File: src/rtl/rf_queue_ctrl.sv
// rf_queue_ctrl: FIFO control over an external register file (registered read port)
// with a one-entry output stage fed directly by rf_rdata.
module rf_queue_ctrl #(
  parameter int W = 32,
  parameter int N = 8
) (
  input  logic                   clk,
  input  logic                   rst,
  input  logic                   push_vld,
  input  logic [W-1:0]           push_data,
  output logic                   push_rdy,
  output logic                   pop_vld,
  output logic [W-1:0]           pop_data,
  input  logic                   pop_rdy,
  input  logic                   flush,
  output logic [$clog2(N+2)-1:0] occupancy,
  output logic [$clog2(N)-1:0]   rf_wa,
  output logic                   rf_wen,
  output logic [W-1:0]           rf_wdata,
  output logic [$clog2(N)-1:0]   rf_ra,
  output logic                   rf_ren,
  input  logic [W-1:0]           rf_rdata
);
  localparam int AW = $clog2(N);
  localparam int CW = $clog2(N + 1);
  localparam int OW = $clog2(N + 2);
  if (N < 2 || (N & (N - 1)) != 0) begin : g_bad_n
    $error("rf_queue_ctrl: N must be a power of two and at least 2");
  end
  logic [AW-1:0] wr_ptr, rd_ptr;
  logic [CW-1:0] cnt;
  logic          push_fire, rd_issue;
  assign push_rdy  = (cnt != CW'(N)) & ~flush & rst;
  assign push_fire = push_vld & push_rdy;
  // a new read may only land when the output stage is empty or being drained
  assign rd_issue  = (cnt != '0) & (~pop_vld | pop_rdy) & ~flush & rst;
  assign rf_wen    = push_fire;
  assign rf_wa     = wr_ptr;
  assign rf_wdata  = push_data;
  assign rf_ren    = rd_issue;
  assign rf_ra     = rd_ptr;
  assign pop_data  = rf_rdata;
  assign occupancy = OW'(cnt) + OW'(pop_vld);
  always_ff @(posedge clk) begin
    if (!rst || flush) begin
      wr_ptr  <= '0;
      rd_ptr  <= '0;
      cnt     <= '0;
      pop_vld <= 1'b0;
    end else begin
      wr_ptr  <= wr_ptr + AW'(push_fire);
      rd_ptr  <= rd_ptr + AW'(rd_issue);
      cnt     <= cnt + CW'(push_fire) - CW'(rd_issue);
      pop_vld <= rd_issue | (pop_vld & ~pop_rdy);
    end
  end
endmodule

File: config.mk
export PLATFORM = sky130hd
export DESIGN_NAME = rf_queue_ctrl
export DESIGN_NICKNAME = d
export VERILOG_FILES = /design/src/rtl/rf_queue_ctrl.sv
export SDC_FILE = /design/constraint.sdc
export NUM_CORES = 1
export LEC_CHECK = 0
export ABC_AREA = 0
export CORE_MARGIN = 2
export CORE_UTILIZATION = 28
export CTS_BUF_LIST = sky130_fd_sc_hd__clkbuf_4
export CTS_CLUSTER_SIZE = 12
export DETAILED_ROUTE_END_ITERATION = 8
export MAX_ROUTING_LAYER = met4
export PLACE_DENSITY = 0.9
export SYNTH_ARGS = -nofsm -noshare
export SYNTH_HDL_FRONTEND = slang
export SYNTH_SLANG_ARGS = --single-unit
export TNS_END_PERCENT = 50
File: constraint.sdc
create_clock -name clk -period 4.4 [get_ports clk]
set_clock_uncertainty 0.1 [all_clocks]
set_input_delay 0.88 -clock clk [delete_from_list [all_inputs] [get_ports clk]]
set_output_delay 0.88 -clock clk [all_outputs]
set_load 0.1 [all_outputs]
Word-level counts from Yosys, hierarchy flattened
Index checks and enable logic that the tools add are counted. W data, S select, Z words.

Register bits: 11. Bits of input ports: 69.

Add/subtract/negate cells: 5. Reduce and logical (&&, ||, !) cells: 3. Bitwise operators: 12. Eq/ne operators: 1.

Operator list (number): $add A4 B1 Y4 (2); $and A1 B1 Y1 (7); $add A3 B1 Y3 (2); $ne A4 B4 Y1 const B (1); $reduce_bool A4 Y1 (1); $sub A4 B1 Y4 (1); $not A1 Y1 (3); $or A1 B1 Y1 (2); $logic_not A1 Y1 (1); $logic_or A1 B1 Y1 (1).

Logic depth before layout (Yosys ltp)
Gate-level depths: netlist of run 1.

Word-level depth: 6. Mapped depth: 9. Gate-level depth less buffers: 9.

Worst setup path before layout of run 1
Ideal clock, no wire load.

Path kind: input-to-reg. Start point: in flush. End point: reg cnt[1]. Path slack: 248 ps. Arrival: 3937 ps. Library setup time: 115 ps. Required time: 4185 ps. Buffers on the path: 0. Stages: 8. Path through: and2b_4 nand2_1 a21oi_1 ha_1 inv_1 ha_1 fa_1 and2_1.

RTL lines: from (decl) (RTL line 15) `input logic flush,`; $not A1 Y1 (RTL line 36) `assign rd_issue = (cnt != '0) & (~pop_vld | pop_rdy) & ~flush & rst;`; $and A1 B1 Y1 (2 in a row) (RTL line 36); via rf_ren (RTL line 21) `output logic rf_ren,`; $sub A4 B1 Y4 (RTL line 53) `cnt <= cnt + CW'(push_fire) - CW'(rd_issue);`; to (signal assigned) (RTL line 53); to (decl) (RTL line 31) `logic [CW-1:0] cnt;`.

The timed path passes the listed nets, and every way through them passes these cells. A chain may end at the register's enable or synchronous reset.

Worst setup path in the final report of run 1
Start point: reg cnt[0]. End point: out occupancy[2].

Cells in the longest elaborated chain, start to end: 1.

Ends and longest elaborated chain: $add A4 B1 Y4 (RTL line 43) `assign occupancy = OW'(cnt) + OW'(pop_vld);`; to (decl) (RTL line 16) `output logic [$clog2(N+2)-1:0] occupancy,`.

Every way passes these cells.

==> flow_summary.json, run 1 <==
{
  "finalHoldViolations": 0,
  "io_pins": 147,
  "synth_fp_nets": 207,
  "gr-usage-all-layers_pct": 7.54,
  "n_fill_cell": 399,
  "gr-total-overflow": 0,
  "wl_met1_um": 619,
  "start_kind": "flop",
  "ys_seq_elements": 11,
  "vias": 515,
  "first_pass_iters": 3,
  "numCtsBuffers": 3,
  "post_cts_resized": 0,
  "worst_skew_pair.late_latency_ps": 270,
  "synth.area.top_cells": "buf_4, dfxtp_1, ha_1, and2_1, xnor2_1",
  "pwr-share-comb_pct": 22.9,
  "synth_top_cell_area_share_pct": 43.8,
  "crit_arrival_ps": 2300,
  "yosysMostFrequentCell": "buf_4",
  "worst_slew_pin_slew_ps": 974,
  "netlist_area_sq_um": 1100,
  "drt-total-wl_mm": 1.45,
  "place_area_sq_um": 850,
  "drt_iter0_drc": 2,
  "cellPowerDensity_nw_per_um2": 265,
  "end_kind": "output port",
  "swShare_pct": 31.8,
  "syn-instance-count": 124,
  "synthMuxAreaShare_pct": 0.912,
  "timing.max_cap.violations": 0,
  "crit_required_ps": 3420,
  "fin_crit_sh_pct": 74.6,
  "ir_drop_mv": 0.0683,
  "vias_per_cell": 3.96,
  "top_layer": "met4",
  "ant_nets": 0,
  "dpl.cell_count": 126,
  "finalNonFillerCells": 130,
  "die_w_um": 66.6,
  "async_reset_ff_share_pct": 0,
  "tritoncts": "built",
  "final.min_clock_period_ps": 3280,
  "finalSetupTns_ps": 0,
  "antenna_found_initial": 0,
  "yosysSeqAreaShare_pct": 20.1,
  "syn_avg_cell_area_sq_um": 8.85,
  "synth_compound_area_share_pct": 3.31,
  "slew_headroom_pct": 34.9,
  "area_growth_pct": -19.8,
  "timing.fmax_mhz": 305,
  "seqPwrFrac_pct": 44.3,
  "yosysTopAreaCell": "buf_4",
  "fp-row-count": 22,
  "fin_nets": 166,
  "synthXorXnorAreaFrac_pct": 3.99,
  "grt_max_degree": 10,
  "postCtsHoldBufs": 0,
  "min-delay-path-class": "reg2reg",
  "cts-htree-levels": 1,
  "path_clk_slew_ps": 70,
  "clockBufferDepth": 2,
  "yosysWarnings": 0,
  "cts_setup_buffers": 0,
  "rsz0062_at_grt": "no",
  "cts_sinks": 11,
  "clock_tree.root_cell": "clkbuf_4",
  "start_util_pct": 29.5,
  "p_clk_share_pct": 32.7,
  "drv_slew": 0,
  "core_sq_um": 3720,
  "gp_congestion": 0.752,
  "finalSetupViolCount": 0,
  "switchingPower_mw": 0.0741,
  "synthAdderAreaFrac_pct": 16.6,
  "dieArea_sq_um": 4440,
  "wl_met3_um": 195,
  "synth_edf_count": 0,
  "synth_common_cells": "buf_4, ha_1, dfxtp_1, and2_1, inv_1",
  "status": "complete, no violations",
  "wl_met2_um": 553,
  "io_buffers": 18,
  "synth.distinct_cells": 18,
  "first_global_vias": 551,
  "synth-main-ff-cell": "dfxtp_1",
  "p_int_mw": 0.159,
  "final_cell_area_sq_um": 880,
  "layout-drive-gt1-share_pct": 13.4,
  "wl_per_cell_um": 11.2,
  "dp_hpwl_mm": 1.20,
  "drc_errors": 0,
  "synth-simple-area-share_pct": 9.24,
  "grt_first_pass_wirelength_mm": 2.32,
  "cp_max_fo": 3,
  "num_antenna_cells": 0,
  "critical_path_class": "reg2out",
  "leakagePower_nw": 0.386,
  "synth_top_family_by_area": "buffers and inverters",
  "die_h_um": 66.6
}
## through the flow
| stage | power [mW] | hold slack (ps) | setup slack, ps | util (%) |
|---|---|---|---|---|
| final | 0.233 | 420 | 1120 | 23.7 |
| after global routing | 0.243 | 466 | 1040 | 23.7 |
| after CTS | 0.235 | 422 | 1100 | 23.7 |
| after detailed placement | 0.159 | 404 | 1210 | 22.9 |
| after global placement | 0.159 | 397 | 1220 | 22.9 |
| after floorplan | 0.420 | 465 | 248 | - |
## layout by cell type, fill, tap and decap left out
cell             synthesis  routed
a31oi_1                  1       1
xnor2_1                  4       4
nor2_1                   3       3
and2b_4                  1       1
clkbuf_4                 0       4
clkdlybuf4s50_1          0      15
buf_4                   64       3
ha_1                    13      13
a21oi_2                  2       2
dfxtp_1                 11      11
and2_1                   7       7
inv_1                    6       6
nand2_1                  3       3
mux2i_1                  1       1
xor2_1                   1       1
nand2b_1                 3       3
a21o_1                   1       1
fa_1                     1       1
a21oi_1                  1       1
nor2_2                   1       1
## power by group through the flow
| stage | Sequential [mW] | Clock (mW) | Combinational (mW) |
|---|---|---|---|
| 2_1_floorplan | 0.111 | 0 | 0.310 |
| 3_5_place_dp | 0.106 | 0 | 0.0536 |
| 5_1_grt | 0.104 | 0.0825 | 0.0572 |
| 3_3_place_gp | 0.106 | 0 | 0.0534 |
| 6_report | 0.103 | 0.0763 | 0.0535 |
| 4_1_cts | 0.103 | 0.0773 | 0.0539 |
## worst max-delay path, stage by stage (launching register included)
cell and delay (ps):
dfxtp_1 340, ha_1 210, ha_1 190, xor2_1 140, clkdlybuf4s50_1 1140
## cell type report
class / count / area, sq um / share of cell area (%)
Clock buffer: 4 / 30.0 / 3.41
Sequential cell: 11 / 220 / 25.0
Timing Repair Buffer: 18 / 173 / 19.6
Tap cell: 48 / 60.1 / 6.83
Inverter: 6 / 22.5 / 2.56
Multi-Input combinational cell: 43 / 374 / 42.5
## final timing paths
check | slack [ps] | cells past startpoint | endpoint | startpoint
max | 1120 | 4 | occupancy[2] | cnt[0]
min | 420 | 2 | rf_ra[2] | rf_ra[2]
min reg2reg | 420 | 2 | rf_ra[2] | rf_ra[2]
max reg2reg | 2200 | 8 | cnt[1] | cnt[2]
## per-layer routing
metal	vias up	track usage [%]
met4	0	7.91
met2	27	9.38
met1	232	7.07
li1	238	-
met3	18	5.57
met5	-	-
## registers in the layout, indices dropped and copies added (netlist names)
| signal | count |
|---|---|
| rf_wa | 3 |
| rf_ra | 3 |
| pop_vld | 1 |
| cnt | 4 |
## cells by family (layout without fill, tap and decap cells)
kind of cell	count (synthesis)	after routing
buffers and inverters	70	28
AND/OR/NAND/NOR	18	18
adder cells (fa/ha/maj)	14	14
flip-flops	11	11
AO/OA/AOI/OAI	5	5
XOR/XNOR	5	5
multiplexers	1	1
Note: power is estimated with default switching activity, not from simulation.
==> run 2: changes to the inputs <==
--- a/config.mk
+++ b/config.mk
@@ -7,12 +7,12 @@
 export LEC_CHECK = 0
 export ABC_AREA = 0
 export CORE_MARGIN = 2
-export CORE_UTILIZATION = 28
+export CORE_UTILIZATION = 23
 export CTS_BUF_LIST = sky130_fd_sc_hd__clkbuf_4
 export CTS_CLUSTER_SIZE = 12
 export DETAILED_ROUTE_END_ITERATION = 8
 export MAX_ROUTING_LAYER = met4
-export PLACE_DENSITY = 0.9
+export PLACE_DENSITY = 0.79
 export SYNTH_ARGS = -nofsm -noshare
 export SYNTH_HDL_FRONTEND = slang
 export SYNTH_SLANG_ARGS = --single-unit
==> constraint.sdc (replaced) <==
create_clock -name clk -period 2.85 [get_ports clk]
set_clock_uncertainty 0.1 [all_clocks]
set_input_delay 0.57 -clock clk [delete_from_list [all_inputs] [get_ports clk]]
set_output_delay 0.57 -clock clk [all_outputs]
set_load 0.1 [all_outputs]
==> run 2 against run 1 <==
Net effect:
- via count rose by 7.4%
- clock-buffer cell count stayed put
- die area rose by 20%
- clock power rose by 52%
- global-route usage fell by 1.2 points
- largest power group unchanged
- highest routed layer unchanged
==> flow_summary.json, run 2 (synthesis gave the netlist of run 1 again) <==
{
  "finalHoldViolations": 0,
  "dp_hpwl_mm": 1.30,
  "drt_iter0_drc": 3,
  "path_clk_slew_ps": 70,
  "crit_arrival_ps": 1850,
  "io_buffers": 18,
  "regToRegStartpoint": "cnt[2]",
  "rsz0062_at_grt": "no",
  "numCtsBuffers": 3,
  "fp-row-count": 25,
  "hold_depth": 2,
  "ir_drop_mv": 0.117,
  "largest-register": "cnt",
  "reg2regPathDepth": 7,
  "dieArea_sq_um": 5340,
  "finalNonFillerCells": 138,
  "area_growth_pct": -11.6,
  "drt-total-wl_mm": 1.59,
  "ant_nets": 0,
  "num_antenna_cells": 0,
  "io_pins": 147,
  "end_kind": "output port",
  "worst_slew_pin_slew_ps": 294,
  "crit_required_ps": 2180,
  "r2r_slack_ps": 630,
  "p_clk_share_pct": 31.2,
  "first_global_vias": 587,
  "critPathMaxStageDelay_ps": 420,
  "antenna_found_initial": 0,
  "grt_max_degree": 10,
  "worstHoldStart": "rf_ra[2]",
  "gr-total-overflow": 0,
  "fin_crit_sh_pct": 88.3,
  "cts_setup_buffers": 0,
  "final.min_clock_period_ps": 2520,
  "switchingPower_mw": 0.118,
  "cts_sinks": 11,
  "drv_slew": 0,
  "postCtsHoldBufs": 0,
  "largest_reg_flops": 4,
  "mostFrequentLayoutCells": "ha_1, buf_4, dfxtp_1, inv_1, and2_1",
  "slew_headroom_pct": 80.4,
  "cp_max_fo": 3,
  "leakagePower_nw": 0.442,
  "timing.fmax_mhz": 398,
  "pwr-share-comb_pct": 25.5,
  "cts-htree-levels": 1,
  "layout-drive-gt1-share_pct": 33.3,
  "path_delay_family": "buffers and inverters",
  "die_h_um": 73.1,
  "wl_per_cell_um": 11.5,
  "n_fill_cell": 496,
  "critical_path_class": "in2out",
  "first_pass_iters": 3,
  "vias": 553,
  "clockBufferDepth": 2,
  "path_buf_inv": 2,
  "start_util_pct": 23.5,
  "tritoncts": "built",
  "gp_congestion": 0.765,
  "start_kind": "primary input",
  "seqPwrFrac_pct": 43.3,
  "status": "complete, no violations",
  "die_w_um": 73.1,
  "core_sq_um": 4660,
  "gr-usage-all-layers_pct": 6.36,
  "finalSetupTns_ps": 0,
  "dpl.cell_count": 134,
  "fin_nets": 168,
  "drc_errors": 0,
  "path_cells": "clkdlybuf4s50_1 -> nand2b_1 -> a21oi_4 -> and2_2 -> buf_12",
  "grt_first_pass_wirelength_mm": 2.53,
  "timing.max_cap.violations": 0,
  "clock_tree.root_cell": "clkbuf_4",
  "cellPowerDensity_nw_per_um2": 382,
  "worst_skew_pair.late_latency_ps": 270,
  "holdWs_ps": 410,
  "min-delay-path-class": "reg2reg",
  "vias_per_cell": 4.01,
  "reg2reg_to": "cnt[1]",
  "finalSetupViolCount": 0,
  "min_to": "rf_ra[2]",
  "slowest_stage": "clkdlybuf4s50_1",
  "post_cts_resized": 0,
  "p_int_mw": 0.253,
  "swShare_pct": 31.7
}
[run 2: metal layers]
layer / GRT usage, % / wire, um / vias up
li1: - / - / 241
met1: 5.98 / 569 / 240
met2: 8.81 / 656 / 38
met3: 2.21 / 202 / 34
met4: 8.44 / 160 / 0
met5: - / 0 / -
[run 2: final cells by class]
type | instances | area [sq um] | share of cell area (%)
Inverter | 6 | 22.5 | 2.32
Clock buffer | 4 | 30.0 | 3.10
Timing Repair Buffer | 20 | 198 | 20.4
Sequential cell | 11 | 220 | 22.7
Tap cell | 54 | 67.6 | 6.97
Multi-Input combinational cell | 43 | 432 | 44.5
[run 2: power by group through the flow]
| stage | registers [mW] | clock network [mW] | logic [mW] |
|---|---|---|---|
| floorplan | 0.172 | 0 | 0.483 |
| global placement | 0.164 | 0 | 0.0937 |
| detailed placement | 0.164 | 0 | 0.0948 |
| CTS | 0.161 | 0.117 | 0.0955 |
| global route | 0.161 | 0.125 | 0.100 |
| finish | 0.160 | 0.116 | 0.0945 |
[run 2: worst max path at each step]
| stage | start | to | slack (ps) | depth (start not counted) |
|---|---|---|---|---|
| finish | flush | rf_wen | 330 | 5 |
| detailed placement | flush | cnt[1] | 100 | 9 |
| floorplan | flush | cnt[1] | -140 | 6 |
| global placement | flush | cnt[1] | 170 | 9 |
| CTS | flush | rf_wen | 330 | 5 |
| global route | flush | cnt[1] | 290 | 9 |
[run 2: worst register-to-register path, cell delays in order, from the launching register on]
cell	delay (ps)
dfxtp_1	450
inv_1	120
ha_1	240
a21oi_4	190
and2_2	250
ha_1	210
fa_1	410
and2_1	140
[run 2: metrics by stage]
step                      power [mW]  worst slack, ps  util, %  area, sq um
after detailed placement       0.259             99.1     20.2          940
after global placement         0.258              172     20.2          940
after CTS                      0.373              333     20.8          970
after floorplan                0.655             -136        -         1150
after global routing           0.386              286     20.8          970
final                          0.371              334     20.8          970
